`src/rtl/if_prefetch.sv`:
```
// if_prefetch: sequential instruction fetch front end with a small in-order response FIFO feeding IF/ID.
// Defining IF_PREFETCH_PERF_EN adds the perf_starve_o / perf_discard_o saturating counters.
`ifndef ADDR_WIDTH
`define ADDR_WIDTH 32
`endif
`ifndef DATA_WIDTH
`define DATA_WIDTH 32
`endif

module if_prefetch #(
  parameter int                     FIFO_DEPTH = 4,
  parameter logic [`ADDR_WIDTH-1:0] RESET_PC   = 32'h0000_0000
) (
  input  logic                   clk_i,
  input  logic                   rst_i,
  output logic                   imem_req_o,
  output logic [`ADDR_WIDTH-1:0] imem_addr_o,
  input  logic                   imem_gnt_i,
  input  logic                   imem_rvalid_i,
  input  logic [`DATA_WIDTH-1:0] imem_rdata_i,
  input  logic                   stall_i,
  input  logic                   flush_i,
  input  logic [`ADDR_WIDTH-1:0] redirect_addr_i,
  output logic                   inst_valid_o,
  output logic [`DATA_WIDTH-1:0] inst_o,
  output logic [`ADDR_WIDTH-1:0] inst_addr_o
`ifdef IF_PREFETCH_PERF_EN
  ,
  output logic [31:0]            perf_starve_o,
  output logic [31:0]            perf_discard_o
`endif
);

  localparam int PW = $clog2(FIFO_DEPTH);
  localparam int CW = PW + 1;
  localparam logic [CW:0]   DEPTH_C = (CW+1)'(FIFO_DEPTH);
  localparam logic [CW-1:0] DEPTH_N = CW'(FIFO_DEPTH);

  logic [`DATA_WIDTH-1:0] mem [FIFO_DEPTH];
  logic [PW-1:0]          rd_ptr, wr_ptr;
  logic [CW-1:0]          count, outstanding, discard_cnt, flush_outstanding;
  logic [`ADDR_WIDTH-1:0] fetch_pc, out_pc, redirect_aligned;
  logic [CW:0]            credit_used;
  logic                   fire, resp_drop, resp_keep, full, push, pop;
  logic                   unused_redirect_lsb;

  // Credits cover both buffered words and words still in flight, so a response always has a slot.
  assign credit_used = {1'b0, count} + {1'b0, outstanding};
  assign imem_req_o  = !rst_i && !flush_i && (credit_used < DEPTH_C);
  assign imem_addr_o = fetch_pc;
  assign fire        = imem_req_o & imem_gnt_i;

  assign resp_drop = imem_rvalid_i & (discard_cnt != '0);
  assign resp_keep = imem_rvalid_i & (discard_cnt == '0) & !flush_i;
  assign full      = (count == DEPTH_N);

  assign inst_valid_o = (count != '0);
  assign pop          = inst_valid_o & !stall_i & !flush_i;
  assign push         = resp_keep & (!full | pop);
  assign inst_o       = mem[rd_ptr];
  assign inst_addr_o  = out_pc;

  assign redirect_aligned    = {redirect_addr_i[`ADDR_WIDTH-1:2], 2'b00};
  assign unused_redirect_lsb = ^redirect_addr_i[1:0];
  assign flush_outstanding   = outstanding - CW'(imem_rvalid_i);

  always_ff @(posedge clk_i or posedge rst_i) begin
    if (rst_i) begin
      fetch_pc    <= RESET_PC;
      out_pc      <= RESET_PC;
      count       <= '0;
      outstanding <= '0;
      discard_cnt <= '0;
      rd_ptr      <= '0;
      wr_ptr      <= '0;
    end else if (flush_i) begin
      // Everything still in flight after this edge belongs to the old stream.
      fetch_pc    <= redirect_aligned;
      out_pc      <= redirect_aligned;
      count       <= '0;
      rd_ptr      <= '0;
      wr_ptr      <= '0;
      outstanding <= flush_outstanding;
      discard_cnt <= flush_outstanding;
    end else begin
      if (fire) fetch_pc <= fetch_pc + `ADDR_WIDTH'(4);
      outstanding <= outstanding + CW'(fire) - CW'(imem_rvalid_i);
      if (resp_drop) discard_cnt <= discard_cnt - CW'(1);
      if (push) wr_ptr <= wr_ptr + PW'(1);
      if (pop) begin
        rd_ptr <= rd_ptr + PW'(1);
        out_pc <= out_pc + `ADDR_WIDTH'(4);
      end
      count <= count + CW'(push) - CW'(pop);
    end
  end

  always_ff @(posedge clk_i or posedge rst_i) begin
    if (rst_i) begin
      for (int i = 0; i < FIFO_DEPTH; i++) mem[i] <= '0;
    end else if (push) begin
      mem[wr_ptr] <= imem_rdata_i;
    end
  end

  a_no_overflow: assert property (@(posedge clk_i) disable iff (rst_i) !(resp_keep && full && !pop));

`ifdef IF_PREFETCH_PERF_EN
  logic [CW:0] discard_inc;
  logic [32:0] discard_sum;

  // Flushed FIFO contents count as discarded work alongside dropped stale responses.
  assign discard_inc = (CW+1)'(resp_drop) + (flush_i ? {1'b0, count} : '0);
  assign discard_sum = {1'b0, perf_discard_o} + 33'(discard_inc);

  always_ff @(posedge clk_i or posedge rst_i) begin
    if (rst_i) begin
      perf_starve_o  <= '0;
      perf_discard_o <= '0;
    end else begin
      if (!inst_valid_o && !stall_i && !flush_i && (perf_starve_o != 32'hFFFF_FFFF))
        perf_starve_o <= perf_starve_o + 32'd1;
      perf_discard_o <= discard_sum[32] ? 32'hFFFF_FFFF : discard_sum[31:0];
    end
  end
`endif

endmodule
```
`config.mk`:
```
export PLATFORM = sky130hd
export DESIGN_NAME = if_prefetch
export DESIGN_NICKNAME = d
export VERILOG_FILES = /design/src/rtl/if_prefetch.sv
export SDC_FILE = /design/constraint.sdc
export NUM_CORES = 1
export LEC_CHECK = 0
export ABC_CLOCK_PERIOD_IN_PS = 16000
export CAP_MARGIN = 30
export CELL_PAD_IN_SITES_DETAIL_PLACEMENT = 0
export CELL_PAD_IN_SITES_GLOBAL_PLACEMENT = 1
export CORE_ASPECT_RATIO = 0.8
export CORE_MARGIN = 10
export CORE_UTILIZATION = 47
export CTS_BUF_LIST = sky130_fd_sc_hd__clkbuf_16
export DETAILED_ROUTE_END_ITERATION = 6
export PLACE_DENSITY_LB_ADDON = 0.15
export SYNTH_ARGS = -nofsm -noshare
export SYNTH_HDL_FRONTEND = slang
export SYNTH_SLANG_ARGS = --single-unit
```
`constraint.sdc`:
```
create_clock -name clk_i -period 16 [get_ports clk_i]
set_input_delay 3.2 -clock clk_i [delete_from_list [all_inputs] [get_ports clk_i]]
set_output_delay 3.2 -clock clk_i [all_outputs]
set_load 0.02 [all_outputs]
```
==> Yosys cells after proc, flatten, opt, wreduce, memory -nomap -nowiden <==
Cells that the tools add are included.
{ "totals": {"reg_bits": 205, "out_inout_bits": 98, "wordCells": 69, "in_bits": 70} }
{ "classes": {"bitwise_logic": 10, "reduce_logical": 14, "muxes": 18, "n_addsub": 11, "order_cmp": 4, "eq_ne": 1} }
{ "ops": {"columns": ["cell", "n"], "rows": [
  ["32-bit 2-to-1 mux", 7],
  ["128-bit bitwise mux", 1],
  ["32-bit by 3-bit adder with 32-bit output, second input constant", 2],
  ["32-bit binary-select mux with 2-bit select", 1],
  ["32-bit demux with 2-bit select", 1],
  ["3-bit 2-to-1 mux", 4],
  ["3-bit by 1-bit subtractor with 3-bit output", 3],
  ["2-bit 2-to-1 mux", 4],
  ["2-bit nonzero test", 4],
  ["1-bit AND", 7],
  ["3-bit by 1-bit adder with 3-bit output", 2],
  ["3-bit greater-or-equal comparator, second input constant", 2],
  ["2-bit inverter with 3-bit output", 2],
  ["3-bit nonzero test", 2],
  ["2-bit by 1-bit adder with 2-bit output, second input constant", 2],
  ["3-bit by 3-bit adder with 4-bit output", 1],
  ["1-bit zero test", 4],
  ["4-bit by 3-bit < comparator with 1-bit output, second input constant", 1],
  ["3-bit equality test, second input constant", 1],
  ["1-bit logical AND", 3],
  ["3-bit zero test", 1],
  ["3-bit by 1-bit < comparator with 1-bit output, second input constant", 1],
  ["3-bit by 1-bit subtractor with 3-bit output, second input constant", 1],
  ["1-bit bitwise OR", 1]
]} }

==> Logic depth before layout (Yosys ltp) <==
{ "depth": {"depth_word": 8, "ltp_mapped": 13} }

==> Worst setup path after synthesis <==
Ideal clock, no wire load.
{ "synth_path": {"kind": "input to output", "from": "input port rst_i", "to": "output port imem_req_o", "cell_stages": 2, "path_buffers": 0, "setup_slack_ns": 9.141, "arrival_time_ns": 3.659, "required_time_ns": 12.800, "cell_sequence": "nor3_1 -> and3_1"} }
{ "synth_via": {"elab_chain_cells": 3} }
{ "synth_rtl": {"columns": ["element", "line_no", "source"], "rows": [
  ["start: declaration", "15", "input logic rst_i,"],
  ["1-bit zero test (no source line)", null, null],
  ["1-bit logical AND (2 in series)", "49", "assign imem_req_o = !rst_i && !flush_i && (credit_used < DEPTH_C);"],
  ["end: declaration", "16", "output logic imem_req_o,"]
]} }
No other way between the ends.

==> Worst setup path after layout <==
Same ends and word-level chain as after synthesis.

==> metrics.md <==
| Metric | Value |
|---|---|
| RSZ-0062 raised after global routing | false |
| Synth unique cells | 50 |
| EDFF count, synth | 0 |
| Worst min path class | flip-flop to flip-flop |
| MaxCap Viol Count | 0 |
| Hpwl dp | 18840 um |
| Initial antenna violation count | 0 |
| Vias | 6991 |
| Starting Density | 0.4829 |
| Clock Root Buffer | clkbuf_16 |
| CTS tree | yes |
| Grt total ovfl | 0 |
| Critical path class | input port to output pin |
| Die Wd | 183.7 um |
| Slew @ Worst Pin | 1.008 ns |
| Achievable Freq | 125.9 MHz |
| Pwr per Cell Area | 141.0 nW/um2 |
| Slew HR | 0.3253 |
| Wire per inst | 22.25 um |
| Final min period | 7.944 ns |
| Cell area after synthesis | 10080 um2 |
| Largest net degree at the start of global routing | 136 |
| Layout cells sized above 1 | 0.2229 |
| Crit path launch type | input port |
| Fin. max-slew vios | 0 |
| #FFs+latches synth | 201 |
| Vias in the first global route | 7393 |
| Pint | 0.001191 W |
| # setup viols final | 0 |
| Syn_area_per_cell | 12.86 um2 |
| DRT iter0 DRCs | 501 |
| DR pass1 iterations | 5 |
| Sw Ratio | 0.3247 |
| First-pass GRT wire length | 42750 um |
| Fin nets | 1025 |
| Worst-Skew Late Latency | 0.50 ns |
| Worst-path clk slew | 0.06 ns |
| Htree depth | 1 |
| WP data required | 12.80 ns |
| Remaining DRCs | 0 |
| Final antenna-violating net count | 0 |
| Net load switching power | 0.0005724 W |
| CTS Hold Bufs | 0 |
| Reg2Reg Depth | 11 |
| Setup bufs post-CTS | 0 |
| Clk_skew | 0.01027 ns |
| Cell seen most often among critical-path stages | clkdlybuf4s50_1 |
| # rows | 47 |
| CP top delay family | buffers and inverters |
| Sink Count | 201 |
| Crit path arrival time | 4.74 ns |
| Crit. End Element | output pin |
| Crit path depth | 4 |
| Antenna diode count | 0 |
| Die area | 27740 um2 |
| Yosys warnings | 0 |
| CP max stage delay | 0.61 ns |
| GRT Total Usage | 0.1936 |
| Max clock buf depth | 3 |
| Hold path depth | 1 |
| Register area share after synthesis | 0.4989 |
| Area Overhead vs Synth | 24.03% |
| Die height | 151.0 um |
| Logic gate share of total power | 0.351 |
| Port buffer count | 161 |
| Fillers | 1654 |
| Leading register cell type out of synthesis | dfrtp_1 |
| CTS Buf Count | 22 |
| WP buf/inv | 2 |
| Outcome | finished, final reports clean |
| Post-synth ARST share | 1.000 |
| Ports | 168 |
| Vias per cell | 5.730 |
| Slowest cell on the critical path | clkdlybuf4s50_1 |
| Clk network pwr share | 0.259 |
| Reg power frac | 0.391 |
| Post_cts resized | 0 |
| Mapped Cells | 784 |
| CP cell instances | clkdlybuf4s50_1, nor3_1, and3_1, clkdlybuf4s50_1 |
| Fin crit share | 0.4965 |
| Total wire length | 27140 um |
| Core footprint | 20880 um2 |
| Critical Path Fanout Max | 2 |
| Final core occ | 0.5989 |
| VDD IR max | 78.48 uV |
| RD Place Congestion | 0.8781 |
| Fin Setup TNS | 0 ns |
| Final Hold Viols | 0 |
| Leak | 5.640 nW |
## cells in the final DEF (no fill, tap or decap), types with 3 or more instances in the layout
cell / count
or3_1: 3
o311ai_0: 9
nand2_4: 4
xnor2_1: 10
nand2_1: 54
clkinv_2: 4
and3_1: 9
nor3_1: 7
and4_1: 4
o211ai_1: 14
mux2i_1: 5
clkdlybuf4s50_1: 160
ha_1: 16
a21oi_1: 11
inv_1: 25
clkbuf_16: 23
o21ai_0: 44
mux4_2: 32
a31oi_1: 7
and2_1: 3
conb_1: 4
clkinv_1: 5
nand2b_1: 3
dfrtp_1: 199
nor2_1: 30
nand3_1: 48
mux2_2: 70
xor2_1: 28
mux2_4: 61
nor4_1: 4
nand4_1: 20
## sequential cells by signal, summed over array words and instances, names as in the netlist
| signal | cells |
|---|---|
| outstanding | 3 |
| count | 3 |
| imem_addr_o | 30 |
| mem | 128 |
| discard_cnt | 3 |
| rd_ptr | 2 |
| wr_ptr | 2 |
| inst_addr_o | 30 |
## routing by layer
metal | part of all wire | global-route usage
met2 | 0.47 | 0.3028
met1 | 0.46 | 0.2708
met5 | 0 | 0
met3 | 0.061 | 0.04549
met4 | 0.013 | 0.03843
## layout make-up
class | count | area (um2) | area share
timing repair buffer | 167 | 1694 | 0.1355
tap | 269 | 336.6 | 0.02692
inverter | 21 | 86.33 | 0.006905
sequential | 201 | 5032 | 0.4025
multi-input combinational | 524 | 4717 | 0.3773
clock buffer | 23 | 575.6 | 0.04603
clock inverter | 15 | 61.31 | 0.004903
## stage by stage
stage | cell area, um2 | instances | total power, W | hold WS (ns) | setup slack (ns)
final | 12500 | 1220 | 0.001763 | 0.5027 | 8.056
after global routing | 12500 | 1220 | 0.001853 | 0.5147 | 7.943
after floorplan | 10090 | 787 | 0.001057 | 0.4738 | 7.318
after CTS | 12480 | 1219 | 0.001779 | 0.5016 | 8.034
after detailed placement | 11840 | 1181 | 0.001318 | 0.4893 | 8.037
after global placement | 11790 | 1178 | 0.001288 | 0.4811 | 8.051
## kinds of logic (layout without fill, tap and decap cells)
group / Yosys count / in the layout / share of synthesized area
xor+xnor: 38 / 38 / 0.03301
buf+inv: 62 / 226 / 0.03425
fa+ha+maj: 18 / 18 / 0.02383
other cells: 1 / 4 / 0.0003720
compound gates: 93 / 93 / 0.05647
flops: 201 / 201 / 0.4989
simple gates: 203 / 203 / 0.1076
mux: 168 / 168 / 0.2455
## final timing paths
path,end,slack (ns),from
setup reg to reg,outstanding[2],12.19,count[2]
hold / removal,mem[80],0.50,mem[80]
hold reg to reg,mem[80],0.50,mem[80]
max in group asynchronous,rd_ptr[0],11.16,rst_i
min in group asynchronous,mem[100],3.19,rst_i
setup / recovery,imem_req_o,8.06,rst_i
## synthesized netlist by cell type, types with 5 or more instances
| cell type | n | share of area |
|---|---|---|
| a21oi_1 | 11 | 0.0055 |
| mux4_2 | 32 | 0.071 |
| buf_1 | 6 | 0.0022 |
| inv_1 | 20 | 0.0074 |
| xor2_1 | 28 | 0.024 |
| ha_1 | 16 | 0.020 |
| clkbuf_1 | 13 | 0.0048 |
| dfrtp_1 | 201 | 0.50 |
| mux2_2 | 70 | 0.078 |
| nand2_1 | 54 | 0.020 |
| nor2_1 | 30 | 0.011 |
| o311ai_0 | 9 | 0.0078 |
| and3_1 | 9 | 0.0056 |
| nand4_1 | 20 | 0.012 |
| xnor2_1 | 10 | 0.0087 |
| buf_2 | 5 | 0.0025 |
| o211ai_1 | 14 | 0.010 |
| nor3_1 | 7 | 0.0035 |
| a31oi_1 | 7 | 0.0043 |
| o21ai_0 | 44 | 0.022 |
| mux2_4 | 61 | 0.091 |
| mux2i_1 | 5 | 0.0050 |
| nand3_1 | 48 | 0.024 |
| buf_6 | 12 | 0.013 |
## power groups by stage
stage	Combinational (W)	Clock, W	Sequential, W
2_1_floorplan	0.000370	0	0.000687
3_3_place_gp	0.000589	0	0.000699
3_5_place_dp	0.000622	0	0.000695
4_1_cts	0.000626	0.000465	0.000688
5_1_grt	0.000664	0.000487	0.000702
6_report	0.000618	0.000456	0.000689
Power figures use the tool's default switching activity.
